`config.mk`:
```
export PLATFORM = sky130hd
export DESIGN_NAME = sar_search_32bit
export DESIGN_NICKNAME = d
export VERILOG_FILES = /design/src/rtl/sar_pkg.sv /design/src/rtl/sar_onehot_chk.sv /design/src/rtl/sar_search_32bit.sv
export SDC_FILE = /design/constraint.sdc
export NUM_CORES = 1
export LEC_CHECK = 0
export CAP_MARGIN = 20
export CORE_ASPECT_RATIO = 1.5
export CORE_MARGIN = 2
export CORE_UTILIZATION = 40
export CTS_CLUSTER_SIZE = 16
export DETAILED_ROUTE_END_ITERATION = 6
export HOLD_SLACK_MARGIN = 0.12
export PLACE_DENSITY = 0.65
export SLEW_MARGIN = 0
export SYNTH_ARGS = -nofsm -noshare
export SYNTH_HDL_FRONTEND = slang
export SYNTH_SLANG_ARGS = --single-unit
```
`constraint.sdc`:
```
create_clock -name clk -period 4.31 [get_ports clk]
set_input_delay 0.862 -clock clk [delete_from_list [all_inputs] [get_ports clk]]
set_output_delay 0.862 -clock clk [all_outputs]
set_load 0.01 [all_outputs]
```
`src/rtl/sar_pkg.sv`:
```
// Shared types for the SAR search block: FSM state encoding and default operand width.
package sar_pkg;
   localparam int SAR_N_DEFAULT = 32;

   typedef enum logic [1:0] {
      IDLE  = 2'd0,
      TRIAL = 2'd1,
      DONE  = 2'd2
   } sar_state_e;
endpackage

```
`src/rtl/sar_onehot_chk.sv`:
```
// Flags a three-bit comparator flag vector that is not exactly one-hot.
module sar_onehot_chk (
   input  logic [2:0] flags_i,
   output logic       bad_o
);
   always_comb begin
      case (flags_i)
         3'b001, 3'b010, 3'b100: bad_o = 1'b0;
         default:                bad_o = 1'b1;
      endcase
   end
endmodule

```
`src/rtl/sar_search_32bit.sv`:
```
// Successive-approximation search against an external comparator, MSB first.
// Optional SAR_SEARCH_EARLY_EXIT_EN: finish as soon as the comparator reports equality.
module sar_search_32bit
   import sar_pkg::*;
#(
   parameter int N = SAR_N_DEFAULT
) (
   input  logic         clk,
   input  logic         rst_n,
   input  logic         start,
   output logic [N-1:0] guess,
   input  logic         cmp_g,
   input  logic         cmp_e,
   input  logic         cmp_l,
   output logic         busy,
   output logic         done,
   output logic [N-1:0] result,
   output logic         found,
   output logic         err,
   output sar_state_e   state_dbg
);
   localparam int              IDXW    = (N > 1) ? $clog2(N) : 1;
   localparam logic [IDXW-1:0] IDX_MAX = IDXW'(N - 1);
   localparam logic [N-1:0]    MSB_ONE = {1'b1, {(N-1){1'b0}}};

`ifdef SAR_SEARCH_EARLY_EXIT_EN
   localparam bit EARLY_EXIT = 1'b1;
`else
   localparam bit EARLY_EXIT = 1'b0;
`endif

   sar_state_e      state_q;
   logic [N-1:0]    guess_q;
   logic [N-1:0]    guess_d;
   logic [IDXW-1:0] idx_q;
   logic [N-1:0]    result_q;
   logic            found_q;
   logic            err_q;
   logic            flags_bad;

   sar_onehot_chk u_onehot_chk (
      .flags_i ({cmp_g, cmp_e, cmp_l}),
      .bad_o   (flags_bad)
   );

   // Resolve the bit under test, then tentatively set the next lower bit.
   always_comb begin
      guess_d = guess_q;
      if (cmp_l) guess_d[idx_q] = 1'b0;
      if (idx_q != '0) guess_d[idx_q - 1'b1] = 1'b1;
   end

   always_ff @(posedge clk or negedge rst_n) begin
      if (!rst_n) begin
         state_q  <= IDLE;
         guess_q  <= '0;
         idx_q    <= '0;
         result_q <= '0;
         found_q  <= 1'b0;
         err_q    <= 1'b0;
      end else begin
         case (state_q)
            IDLE: begin
               if (start) begin
                  state_q <= TRIAL;
                  guess_q <= MSB_ONE;
                  idx_q   <= IDX_MAX;
                  found_q <= 1'b0;
                  err_q   <= 1'b0;
               end
            end
            TRIAL: begin
               if (flags_bad) begin
                  err_q   <= 1'b1;
                  state_q <= IDLE;
               end else begin
                  if (cmp_e) found_q <= 1'b1;
                  if (EARLY_EXIT && cmp_e) begin
                     result_q <= guess_q;
                     state_q  <= DONE;
                  end else if (idx_q == '0) begin
                     guess_q  <= guess_d;
                     result_q <= guess_d;
                     state_q  <= DONE;
                  end else begin
                     guess_q <= guess_d;
                     idx_q   <= idx_q - 1'b1;
                  end
               end
            end
            DONE:    state_q <= IDLE;
            default: state_q <= IDLE;
         endcase
      end
   end

   assign guess     = guess_q;
   assign result    = result_q;
   assign found     = found_q;
   assign err       = err_q;
   assign busy      = (state_q == TRIAL);
   assign done      = (state_q == DONE);
   assign state_dbg = state_q;
endmodule

```
==> results of run 1 <==
==> power breakdown <==
group | total, uW | switching (uW) | internal (uW)
clock | 747 | 288 | 459
sequential | 769 | 49.4 | 719
combinational | 346 | 211 | 135
total | 1860 | 548 | 1310
==> stage by stage <==
step	utilization	hold WS [ns]	setup slack, ns	std cells	power [uW]
4_1_cts	0.548	0.483	1.31	539	1870
2_1_floorplan	-	0.516	2.22	363	968
3_3_place_gp	0.513	0.462	1.10	524	1120
5_1_grt	0.550	0.320	1.07	540	1940
3_5_place_dp	0.513	0.471	0.958	524	1120
6_report	0.550	0.317	1.30	540	1860
==> synthesized netlist by cell type (3+ instances only) <==
master,n,share of area
nand2_1,55,0.059
a22o_1,5,0.012
mux2_4,4,0.017
nand2b_1,5,0.0089
dfrtp_1,73,0.52
buf_2,7,0.010
nor2b_1,4,0.0071
nor2_1,19,0.020
o21ai_0,65,0.093
o221ai_1,15,0.037
a21oi_1,8,0.011
nand3_1,10,0.014
clkbuf_1,15,0.016
inv_1,8,0.0085
or2_1,3,0.0053
o22ai_1,4,0.0071
ha_1,4,0.014
a221o_1,9,0.026
nand3b_1,3,0.0064
and3_1,4,0.0071
==> cell type report <==
class                   instances  area share
clock inverters                 5      0.0121
inverters                       8     0.00645
well taps                     107      0.0288
repair buffers                 80       0.171
multi-input cells             257       0.338
clock buffers                  10      0.0513
flip-flops and latches         73       0.392
==> worst paths after layout <==
kind | start | to | slack (ns) | cells after the start
worst max-delay path | cmp_l | result[19] | 1.30 | 5
worst min register to register | result[5] | result[5] | 0.47 | 2
worst max register to register | idx_q[0] | result[19] | 1.67 | 6
max in group asynchronous | rst_n | result[27] | 3.11 | 3
min in group clk | result[5] | result[5] | 0.47 | 2
worst min-delay path | rst_n | result[11] | 0.32 | 1
==> logic make-up after synthesis <==
logic type	Yosys count	share of synthesized area
multiplexers	4	0.0171
XOR/XNOR	1	0.00249
AO/OA/AOI/OAI	129	0.240
flip-flops	73	0.520
AND/OR/NAND/NOR	119	0.164
buffers and inverters	33	0.0420
adder cells (fa/ha/maj)	4	0.0142
==> layout by cell type, fill, tap and decap left out, types with 5 or more instances in the layout <==
cell,count
o21ai_0,65
clkbuf_16,9
nor2_1,19
nand3_1,10
o221ai_1,15
dfrtp_1,73
a22o_1,5
a221o_1,9
a21oi_1,8
clkdlybuf4s50_1,74
nand2_1,55
inv_1,8
nand2b_1,5
==> layer usage <==
layer,part of all wire,up-vias,wire length [um],GRT usage
met2,0.53,147,5170,0.359
met3,0.061,24,597,0.0305
li1,-,1463,-,-
met5,0,-,0,0
met1,0.38,1513,3780,0.278
met4,0.030,0,295,0.112
==> flip-flops by register name, summed over array words and instances, names as in the netlist <==
register   cells
result        32
state_dbg      2
guess         32
err            1
idx_q          5
found          1
==> impl_results.md, run 1 <==
- Setup Fix Bufs, Post-CTS: 0
- CTS Buffer Depth: 2
- CP startpoint kind: input port
- First-pass GRT wire length: 16.0 mm
- Chip width: roughly 81 um
- CORE AREA: 0.00846 mm^2
- Leak: 0.00191 uW
- Largest net degree at the start of global routing: 61
- Status: completed
- Syn Inst Count: 363
- First-pass DRT Iterations: 6
- Seq/Total Area, Yosys: 0.520
- Hold Fails Final Rpt: 0
- Post-Route WL: 9.84 mm
- Ys flop type: dfrtp_1
- Vias: 3,147
- Layout cell share with drive strength beyond 1: 0.0739
- WP buf/inv: 2
- CTS tree: yes
- RSZ-0062 raised after global routing: false
- Placed instance area: 0.00434 mm^2
- Final setup TNS: 0 ns
- Remaining antenna violation count after routing: 0
- Hold Crit Class: in -> async
- Routability cong.: approximately 0.85
- Crit Path Category: in -> reg
- Vias in the first global route: between 3,000 and 4,000
- # IOs: 76
- Clock Skew: about 0.0045 ns
- Clock transition at the registers of the reported paths: 0.05 ns
- Drt drc: 0
- Power Density: 400 mW/mm^2
- Row Count: 41
- Crit-path cells: clkdlybuf4s50_1, o21ai_0, o2111ai_4, buf_4, mux2_4
- Syn nets: 373
- Max incr delay on CP: 0.90 ns
- Slew @ Worst Pin: 0.828 ns
- Root buffer cell: clkbuf_16
- Fin crit share: 0.697
- Initial Utilization: 0.415
- Max-slew violations: 0
- Slowest CP cell: clkdlybuf4s50_1
- Final instance area: 0.00466 mm^2
- CP Capture Type: flop
- Worst vdd ir: approximately 0.28 mV
- Post-detail-place hpwl: 6.95 mm
- Clk_lat worst skew: 0.34 ns
- Asr flop ratio synth: 1.00
- Synthesized area: 0.00351 mm^2
- Die height: 119 um
- CTS Hold Bufs: 0
- Number of antenna repair diodes: 0
- GRT overflow: 0
- # H-tree levels: 3
- Slew HR: 0.448
- PortBufs: 75
- Area Overhead vs Synth: 32.5%
- Min cycle time layout: 3.01 ns
- Worst-path fanout max: 60
- YS warnings: 0
- DR iter-0 viols: between 300 and 400
- Wirelength per Cell: 18.2 um
- # setup viols final: 0
- Yosys cell types: 52
- All-layer global routing usage: 0.219
- Req. time, crit path: ~4.5 ns
- Fillers: 770
- CTS Sinks: 73
- Yosys reg bits: 73
- CP top delay family: buffers and inverters
- FF/Latch Area: 0.00183 mm^2
- Avg Inst Size Synth: 9.68 um^2
- Initial antenna violation count: 0
- Multi-input gate area: 0.00157 mm^2
- Max cap viols: 0
- Inserted Clock Buffers: 9
- Max Fclk: 333 MHz
- Post-synth EDFFs: 0
- Post-cts resize count: 0
- Die footprint: ~0.0096 mm^2
- Vias per inst: 5.83
- Worst endpoint data arrival time: ~3.2 ns
- # nets final: ~440
(Power assumes the default switching activity.)
==> run 2, diff against run 1 <==
clock period = 3 ns   (was 4.31 ns; I/O delays follow)
==> impl_results.md, run 2 (synthesis gave the netlist of run 1 again) <==
- Status: completed
- Worst-path fanout max: 38 (-37%)
- Routability cong.: 0.847 (-0.88%)
- Final setup TNS: 0 ns (unchanged)
- CTS Hold Bufs: 0 (unchanged)
- Total power: 2740 uW (+47%)
- Chip width: 80.5 um (unchanged)
- Worst reg2reg path endpoint: result[31]
- Power Density: 577 mW/mm^2 (+44%)
- Utilization after layout: 0.562 (+0.0120)
- Worst endpoint data arrival time: 2.70 ns (-0.53 ns)
- PortBufs: 75 (unchanged)
- CP Capture Type: flop
- Post-detail-place hpwl: 7.07 mm (+1.7%)
- Slew HR: 0.509 (+0.0608)
- Die height: 119 um (unchanged)
- CTS Buffer Depth: 2 (unchanged)
- # setup viols final: 0 (unchanged)
- CP startpoint kind: flop
- Leak: 0.00196 uW (+2.9%)
- R2R setup slack: 0.50 ns (-1.17 ns)
- CTS Sinks: 73 (unchanged)
- Row Count: 41 (unchanged)
- CORE AREA: 0.00846 mm^2 (unchanged)
- Remaining antenna violation count after routing: 0 (unchanged)
- Slew @ Worst Pin: 0.737 ns (-0.0912 ns)
- Vias per inst: 5.77 (-0.91%)
- Drt drc: 0 (unchanged)
- Vias in the first global route: 3,153 (+3.0%)
- Largest net degree at the start of global routing: 39 (-36%)
- # H-tree levels: 3 (unchanged)
- Root buffer cell: clkbuf_16
- Initial Utilization: 0.415 (unchanged)
- Fin crit share: 0.832
- R2R depth: 7 (+1)
- Vias: 3,176 (+0.92%)
- First-pass GRT wire length: 16.0 mm (-0.22%)
- # nets final: 448 (+2.1%)
- Hold slack: 0.134 ns (-0.183 ns)
- Min cycle time layout: 2.50 ns
- Die footprint: 0.00956 mm^2 (unchanged)
- Post-cts resize count: 0 (unchanged)
- Worst vdd ir: 0.369 mV (+32%)
- CTS tree: yes
- Most common cell after layout, fill and taps aside: clkdlybuf4s50_1
- Max-slew violations: 0 (unchanged)
- FF-to-FF Start: idx_q[0]
- Post-Route WL: 9.76 mm (-0.87%)
- Hold Fails Final Rpt: 0 (unchanged)
- Clk_lat worst skew: 0.34 ns (about the same)
- Wirelength per Cell: 17.7 um (-2.7%)
- Hold Crit Class: in -> async
- Initial antenna violation count: 0 (unchanged)
- Inserted Clock Buffers: 9 (unchanged)
- Number of antenna repair diodes: 0 (unchanged)
- All-layer global routing usage: 0.218 (-0.00131)
- Clock transition at the registers of the reported paths: 0.06 ns (about the same)
- Req. time, crit path: 3.20 ns (-1.34 ns)
- Layout cell share with drive strength beyond 1: 0.0948 (+0.0209)
- DR iter-0 viols: 205 (-45%)
- Clock Skew: 0.00572 ns (+0.00120 ns)
- Leading cell types in the layout, fill and taps excluded: clkdlybuf4s50_1, dfrtp_1, o21ai_0, nand2_1, nor2_1
- RSZ-0062 raised after global routing: false
- GRT overflow: 0 (unchanged)
- # IOs: 76 (unchanged)
- Max Fclk: 401 MHz
- Max cap viols: 0 (unchanged)
- Setup Fix Bufs, Post-CTS: 0 (unchanged)
- Crit Path Category: reg -> reg
- First-pass DRT Iterations: 5 (-1)
- Area Overhead vs Synth: 35.4%
[run 2: cell types whose count changed in the layout (fill, tap and decap cells not counted), sizes merged]
cell,previous run,this run
clkbuf,10,12
clkinvlp,1,2
buf,6,15
clkinv,3,1
[run 2: worst max path at each step]
stage	endpoint	startpoint	slack [ns]	depth (start not counted)
2_1_floorplan	result[11]	idx_q[0]	1.09	6
3_3_place_gp	result[27]	cmp_l	0.40	6
3_5_place_dp	result[22]	cmp_l	0.29	6
4_1_cts	result[0]	idx_q[0]	0.51	7
5_1_grt	result[25]	idx_q[0]	0.30	7
6_report	result[31]	idx_q[0]	0.50	7
[run 2: metrics by stage]
step                      setup WS [ns]  cells  cell area [um^2]
after CTS                         0.508    550              4760
after floorplan                    1.09    363              3510
after global routing              0.299    550              4760
after detailed placement          0.289    534              4440
after global placement            0.402    534              4440
final                             0.505    550              4760
[run 2: report_power, final]
part           switching [uW]  total [uW]  internal (uW)
Combinational             320         534            214
Clock                     407        1120            710
Sequential               59.2        1090           1030
[run 2: critical path, stage by stage, from the launching register on]
cell and delay (ns):
dfrtp_1 0.46, inv_1 0.14, ha_1 0.27, nor4b_2 0.44, o2111ai_4 0.47, buf_4 0.40, nand2_1 0.09, o21ai_0 0.08
[run 2: layout make-up]
cell class | instances | area [um^2]
inverters | 8 | 30.0
flip-flops and latches | 73 | 1830
clock buffers | 12 | 267
fillers | 767 | 3710
well taps | 107 | 134
repair buffers | 89 | 876
multi-input cells | 257 | 1570
clock inverters | 4 | 50.0
[run 2: routing by layer]
layer | wire, um | GRT usage
met2 | 5120 | 0.359
met1 | 3810 | 0.268
met3 | 560 | 0.0565
met5 | 0 | 0
met4 | 267 | 0.0869
